`config.mk`:
```
export PLATFORM = sky130hd
export DESIGN_NAME = shift_register_ctrl
export DESIGN_NICKNAME = d
export VERILOG_FILES = /design/src/rtl/shift_ctrl_pkg.sv /design/src/rtl/shift_bit_counter.sv /design/src/rtl/shift_register_ctrl.sv
export SDC_FILE = /design/constraint.sdc
export NUM_CORES = 1
export LEC_CHECK = 0
export CAP_MARGIN = 0
export CORE_UTILIZATION = 50
export CTS_CLUSTER_SIZE = 14
export DETAILED_ROUTE_END_ITERATION = 10
export DONT_BUFFER_PORTS = 1
export SLEW_MARGIN = 30
export SYNTH_ARGS = -nofsm -noshare
export SYNTH_HDL_FRONTEND = slang
export SYNTH_SLANG_ARGS = --single-unit
```
`constraint.sdc`:
```
create_clock -name clk -period 2.29 [get_ports clk]
set_input_delay 0 -clock clk [delete_from_list [all_inputs] [get_ports clk]]
set_output_delay 0 -clock clk [all_outputs]
set_load 0.03 [all_outputs]
```
`src/rtl/shift_ctrl_pkg.sv`:
```
// Shared encodings for the shift register sequencer: command opcodes,
// Shift_Register mode selects and the controller FSM states.
package shift_ctrl_pkg;

    typedef enum logic [1:0] {
        OP_LOAD = 2'b00,
        OP_SER  = 2'b01,
        OP_DES  = 2'b10,
        OP_NOP  = 2'b11
    } op_e;

    localparam logic [1:0] S_HOLD  = 2'b00;
    localparam logic [1:0] S_RIGHT = 2'b01;
    localparam logic [1:0] S_LEFT  = 2'b10;
    localparam logic [1:0] S_LOAD  = 2'b11;

    typedef enum logic [1:0] {
        ST_IDLE  = 2'b00,
        ST_LOAD  = 2'b01,
        ST_SHIFT = 2'b10,
        ST_DONE  = 2'b11
    } state_e;

endpackage

```
`src/rtl/shift_bit_counter.sv`:
```
// Down-counter for the number of shift cycles; a requested length of 0 or
// anything beyond WIDTH is treated as a full WIDTH-bit shift.
module shift_bit_counter #(
    parameter int WIDTH = 8,
    parameter int CNT_W = 4
) (
    input  logic             clk,
    input  logic             reset,
    input  logic             load,
    input  logic [CNT_W-1:0] len,
    input  logic             dec,
    output logic             last
);

    logic [CNT_W-1:0] cnt_q, cnt_d;
    logic [CNT_W-1:0] eff_len;

    always_comb begin
        eff_len = len;
        if (len == '0 || len > CNT_W'(WIDTH)) begin
            eff_len = CNT_W'(WIDTH);
        end
        cnt_d = cnt_q;
        if (load) begin
            cnt_d = eff_len;
        end else if (dec && cnt_q != '0) begin
            cnt_d = cnt_q - CNT_W'(1);
        end
    end

    always_ff @(posedge clk or negedge reset) begin
        if (!reset) begin
            cnt_q <= '0;
        end else begin
            cnt_q <= cnt_d;
        end
    end

    assign last = (cnt_q == CNT_W'(1));

endmodule

```
`src/rtl/shift_register_ctrl.sv`:
```
// Command-driven sequencer for an external 8-bit Shift_Register: parallel
// load, serialize and deserialize, one response per accepted command.
module shift_register_ctrl
    import shift_ctrl_pkg::*;
#(
    parameter int   WIDTH    = 8,
    parameter int   CNT_W    = 4,
    parameter logic FILL_BIT = 1'b0
) (
    input  logic             clk,
    input  logic             reset,
    input  logic             cmd_valid,
    output logic             cmd_ready,
    input  logic [1:0]       cmd_op,
    input  logic             cmd_dir,
    input  logic [CNT_W-1:0] cmd_len,
    input  logic [WIDTH-1:0] cmd_data,
    output logic [WIDTH-1:0] sr_i,
    output logic [1:0]       sr_s,
    output logic             sr_r,
    input  logic [WIDTH-1:0] sr_o,
    input  logic             ser_in,
    output logic             ser_out,
    output logic             ser_out_valid,
    output logic             rsp_valid,
    input  logic             rsp_ready,
    output logic [WIDTH-1:0] rsp_data
);

    state_e           state_q, state_d;
    op_e              op_q, op_d;
    logic             dir_q, dir_d;
    logic [CNT_W-1:0] len_q, len_d;
    logic [WIDTH-1:0] data_q, data_d;
    // Keeps cmd_ready low while reset is asserted even though the state is IDLE.
    logic             alive_q, alive_d;
    logic             cnt_load, cnt_dec, cnt_last;

    shift_bit_counter #(
        .WIDTH (WIDTH),
        .CNT_W (CNT_W)
    ) u_cnt (
        .clk   (clk),
        .reset (reset),
        .load  (cnt_load),
        .len   (len_q),
        .dec   (cnt_dec),
        .last  (cnt_last)
    );

    always_comb begin
        state_d       = state_q;
        op_d          = op_q;
        dir_d         = dir_q;
        len_d         = len_q;
        data_d        = data_q;
        alive_d       = 1'b1;
        cmd_ready     = 1'b0;
        sr_s          = S_HOLD;
        sr_i          = '0;
        sr_r          = 1'b0;
        ser_out       = 1'b0;
        ser_out_valid = 1'b0;
        rsp_valid     = 1'b0;
        rsp_data      = '0;
        cnt_load      = 1'b0;
        cnt_dec       = 1'b0;

        case (state_q)
            ST_IDLE: begin
                cmd_ready = alive_q;
                if (cmd_valid && alive_q) begin
                    op_d    = op_e'(cmd_op);
                    dir_d   = cmd_dir;
                    len_d   = cmd_len;
                    data_d  = cmd_data;
                    state_d = (op_e'(cmd_op) == OP_NOP) ? ST_DONE : ST_LOAD;
                end
            end
            ST_LOAD: begin
                sr_s     = S_LOAD;
                // Deserialize starts from a cleared register.
                sr_i     = (op_q == OP_DES) ? '0 : data_q;
                cnt_load = 1'b1;
                state_d  = (op_q == OP_LOAD) ? ST_DONE : ST_SHIFT;
            end
            ST_SHIFT: begin
                sr_s    = dir_q ? S_LEFT : S_RIGHT;
                cnt_dec = 1'b1;
                if (op_q == OP_SER) begin
                    sr_r          = FILL_BIT;
                    ser_out_valid = 1'b1;
                    ser_out       = dir_q ? sr_o[WIDTH-1] : sr_o[0];
                end else begin
                    sr_r = ser_in;
                end
                if (cnt_last) begin
                    state_d = ST_DONE;
                end
            end
            ST_DONE: begin
                // The register is held here, so sr_o is stable for the whole response.
                rsp_valid = 1'b1;
                rsp_data  = sr_o;
                if (rsp_ready) begin
                    state_d = ST_IDLE;
                end
            end
            default: begin
                state_d = ST_IDLE;
            end
        endcase
    end

    always_ff @(posedge clk or negedge reset) begin
        if (!reset) begin
            state_q <= ST_IDLE;
            op_q    <= OP_LOAD;
            dir_q   <= 1'b0;
            len_q   <= '0;
            data_q  <= '0;
            alive_q <= 1'b0;
        end else begin
            state_q <= state_d;
            op_q    <= op_d;
            dir_q   <= dir_d;
            len_q   <= len_d;
            data_q  <= data_d;
            alive_q <= alive_d;
        end
    end

endmodule

```
# [Word level (Yosys, flattened, before mapping)]
# Cells that the tools add are included.
[word_totals] inputBits=28 mem_bits_rw=0 latchBits=0 out_inout_bits=23 register_bits=22 mem_bits_ro=0 elab_cells=54 memories=0
[op_classes] div=0 n_bitwise=0 magnitude_cmp=1 n_reduce_logical=10 shifts=0 eq_ne=10 add_sub_neg=1 mux=25 n_mul=0
[ops] operator="$mux W8" count=3
[ops] operator="$mux W1" count=12
[ops] operator="$mux W4" count=3
[ops] operator="$mux W2" count=5
[ops] operator="$eq A2 B2 Y1 const B" count=4
[ops] operator="$pmux W2 S4" count=1
[ops] operator="$ne A2 B2 Y1 const B" count=3
[ops] operator="$eq A2 B1 Y1 const B" count=2
[ops] operator="$eq A4 B1 Y1 const B" count=1
[ops] operator="$gt A4 B4 Y1 const B" count=1
[ops] operator="$logic_not A2 Y1" count=2
[ops] operator="$logic_not A4 Y1" count=1
[ops] operator="$pmux W2 S2" count=1
[ops] operator="$reduce_bool A4 Y1" count=1
[ops] operator="$sub A4 B1 Y4 const B" count=1
[ops] operator="$reduce_and A3 Y1" count=1
[ops] operator="$logic_and A1 B1 Y1" count=2
[ops] operator="$reduce_and A2 Y1" count=1
[ops] operator="$reduce_bool A2 Y1" count=1
[ops] operator="$logic_or A1 B1 Y1" count=1

# [Depth between registers and ports, before layout]
[depth] word_depth=5 ltp_mapped=6

# [Modules after synthesis]
# From an unflattened synthesis, not the netlist that was laid out.
[hier_totals] cells_unflattened=117 hier_area_um2=1333.8
[by_module_without_submodules] mod="shift_register_ctrl" cells_each=86 instances=1 area_per_inst_um2=1054.8 seq_area_each_um2=450.4
[by_module_without_submodules] mod="shift_bit_counter" cells_each=31 instances=1 area_per_inst_um2=279.0 seq_area_each_um2=100.1

# [Worst setup path after synthesis]
# OpenSTA, ideal clock, no wires.
[synth_timing] path_kind="register to output" startpoint="reg state_q[0]" endpoint="out ser_out" arrival_ns=2.121 path_stages_with_launch=5 path_buffers=0 t_required_ns=2.290 slack_ns=0.169 cell_sequence="dfrtp_1 inv_1 ha_1 nor3b_1 nor2b_1"
[synth_via] elab_chain_cells=2
[synth_lines] element="start: declaration" line_no="shift_register_ctrl.sv:30" text="state_e state_q, state_d;"
[synth_lines] element="start signal: assignment" line_no="shift_register_ctrl.sv:124" text="state_q <= state_d;"
[synth_lines] element="$eq A2 B2 Y1" line_no="shift_register_ctrl.sv:69" text="case (state_q)"
[synth_lines] element="$mux W1" line_no="shift_register_ctrl.sv:69"
[synth_lines] element="end: declaration" line_no="shift_register_ctrl.sv:23" text="output logic ser_out,"
# No other way between the ends.

# [Final worst setup path]
[layout_timing] startpoint="reg state_q[1]" endpoint="out sr_i[2]"
[layout_via] elab_chain_cells=2
[layout_lines] element="$eq A2 B1 Y1" line_no="shift_register_ctrl.sv:69"
[layout_lines] element="$mux W8" line_no="shift_register_ctrl.sv:69"
[layout_lines] element="end: declaration" line_no="shift_register_ctrl.sv:18" text="output logic [WIDTH-1:0] sr_i,"
# No other way between the ends.

==> impl_results.md <==
* Run status: completed
* Critical path endpoint category: output pin
* CTS root buffer: clkbuf_4
* Final setup fails at 0
* Row count at 17
* Number of clock sinks at 22
* # IOs at slightly above 50
* Slew @ Worst Pin at 0.605 ns
* Finished Layout Cells at 162
* Tot Pwr at roughly 2000 uW
* Die Span X at ~51 um
* Reg2Reg Setup Slack at about 0.47 ns
* Clock share of power at 0.103
* Final Critical Period at a little under 2 ns
* Vias/cell at 5.43
* Wirelength per Cell at 13.2 um
* Total CTS buffers at 3
* RSZ-0062 raised after global routing: false
* Comb power frac at 0.544
* Clk_lat worst skew at around 0.30 ns
* Buffers on Ports at 0
* Fin. max-slew vios at 0
* GR Layer Usage met3 at 0.0357
* Hold depth at 3
* Top FF cell, synth: dfrtp_1
* Post-Syn Area at 0.00120 sq mm
* CTS clock-pin slew for the worst setup and hold paths at approximately 0.11 ns
* Final clock skew at 0.00300 ns
* Via count at 879
* Final instance area at 0.00146 sq mm
* Slowest stage delay, CP at 0.44 ns
* Crit path DAT at 1.97 ns
* Max cap viols at 0
* Placed Instances at 141
* CTS tree: yes
* Setup_tns at 0 ns
* Congestion Overflow GR at 0
* Worst setup SP type: flip-flop
* DP Area at 0.00126 sq mm
* Critical path's slowest cell: dfrtp_1
* Initial Util at 0.538
* Endpoint, Worst Hold: state_q[1]
* Worst path most repeated cell: inv_1
* Reg2Reg Depth at 5
* Sequential Power Share at 0.353
* Pint at 1100 uW
* Area of the core at 0.00223 sq mm
* Sequential cell area fraction in the yosys report at 0.458
* Pleak at about 0.00066 uW
* RR Endpoint: u_cnt.cnt_q[1]
* GRT busiest layer: met2
* H-tree depth at 1
* Post-Synthesis Cells at 111
* Yosys warning total at 0
* Post-Route WL at 2.14 mm
* Number of synthesized flops with an enable pin at 0
* Psw at 905 uW
* First-pass GRT wire length at 3.47 mm
* Max FO, Critical Path at 9
* Fmax at around 0.51 GHz
* Most frequent cells in the layout: 22 x dfrtp_1, 17 x and2_1, 16 x mux2_2, 16 x dlygate4sd3_1
* Final Worst Setup Slack at 0.319 ns
* DRT iter0 DRCs at 13
* PD cells at 1370 mW/mm^2
* Peak supply drop at just under 800 uV
* HPWL Detailed at 1.62 mm
* Pre-CTS WS at 0.482 ns
* Min-Delay Startpoint: rsp_ready
* Worst path required time at between 2 and 2.5 ns
* Maximum clock path buffer count at 2
* Routed Antenna Nets at 0
* Final hold vios at 0
* Vias in the first global route at 791
* Final period utilization at 0.861
* DR pass1 iterations at 4
* Gr usage total at 0.183
* Yosys cell types at 28
* Final nets at 170
* Crit-path cells: inv_1 > ha_1 > inv_1 > a21oi_2 > and2_1
* Largest net degree at the start of global routing at 23
* Most common cell after layout, fill and taps aside: dfrtp_1
* GP Congestion at 0.822
* FF+latch count, synth at 22
* Initial antenna violation count at 0
* Setup CP Type: reg2out
* Postcts setup bufs at 0
* HP Class: in2reg
* DRC at 0
* Share of cells above drive strength 1 at 0.194
* Die ar. at 0.00260 sq mm
* Net Count, Synth at 146
* Mean Syn Cell Area at 10.8 sq um
* Worst r2r src: state_q[0]
* Switching part of the total power at 0.451
* Met1 Usage GRT at 0.211
* Synth async-reset ratio at 1.00
* Diodes inserted at 0
* Chip Height at 51.0 um
* Layout area overhead at 21.8%
* Max-Slew Margin vs Limit at 0.596
* M2 GR Usage at 0.325
[power groups by stage]
stage | Sequential, uW | Combinational [uW] | Clock (uW)
4_1_cts | 708 | 1100 | 221
5_1_grt | 740 | 1200 | 234
2_1_floorplan | 682 | 915 | 0
3_5_place_dp | 718 | 1060 | 0
6_report | 709 | 1090 | 207
3_3_place_gp | 713 | 1050 | 0
[kinds of logic after synthesis]
group | share of synthesized area
and+or+nand+nor | 0.179
DFF | 0.458
AOI/OAI and AO/OA | 0.0917
muxes | 0.158
buffers and inverters | 0.0292
adders and majority gates | 0.0729
other | 0.00312
xor gates and xnor gates | 0.00729
[cell type report]
type	count	area [sq um]
timing repair buffer	21	195
sequential	22	551
fill	179	771
clock buffer	4	36.3
multi-input combinational	80	619
tap	28	35.0
inverter	7	26.3
[registers in the layout, summed over array words and instances, names as in the netlist]
signal / flops
len_q: 4
op_q: 2
u_cnt.cnt_q: 4
alive_q: 1
dir_q: 1
data_q: 8
state_q: 2
[synth_stat cells, types with 2 or more instances]
library cell / instances / area, sq um
a21boi_0: 2 / 15.0
a21oi_1: 6 / 30.0
and2_1: 17 / 106
dfrtp_1: 22 / 551
ha_1: 7 / 87.6
inv_1: 7 / 26.3
mux2_2: 16 / 180
nand2_1: 5 / 18.8
nor2_1: 3 / 11.3
nor2b_1: 3 / 18.8
nor3_1: 3 / 15.0
nor3b_1: 2 / 15.0
o22ai_1: 3 / 18.8
[worst max-delay path, delay by kind of cell, from the launching register on]
family          cells  cell delay (ns)
flops               1             0.44
buf+inv             2             0.27
compound gates      1             0.26
fa+ha+maj           1             0.33
simple gates        1             0.36
[per-layer routing]
| layer | vias up | part of all wire |
|---|---|---|
| met5 | - | 0 |
| met4 | 0 | 0.0065 |
| met3 | 2 | 0.041 |
| met2 | 17 | 0.53 |
| met1 | 429 | 0.43 |
| li1 | 431 | - |
[timing repair]
item                                    CTS  global route
endpoints found under the hold margin    38            22
resized for setup                         0             1
hold buffers                             16             1
endpoints found under the setup margin    0             8
[per-stage QoR]
| stage | hold WS, ns | utilization |
|---|---|---|
| after detailed placement | -0.295 | 0.563 |
| after floorplan | -0.296 | - |
| after global routing | 0.0583 | 0.655 |
| after CTS | 0.0191 | 0.651 |
| final | 0.0370 | 0.655 |
| after global placement | -0.295 | 0.563 |
[worst max-delay path by stage]
stage                          start             end  slack [ns]  depth (start not counted)
after detailed placement  state_q[0]  u_cnt.cnt_q[1]        0.48                          5
after CTS                 state_q[1]         sr_i[4]        0.11                          5
after global placement    state_q[1]         sr_i[2]        0.49                          5
final                     state_q[1]         sr_i[2]        0.32                          5
after floorplan           state_q[0]         ser_out        0.17                          4
after global routing      state_q[1]         sr_i[6]        0.15                          5
Power figures use the tool's default switching activity.
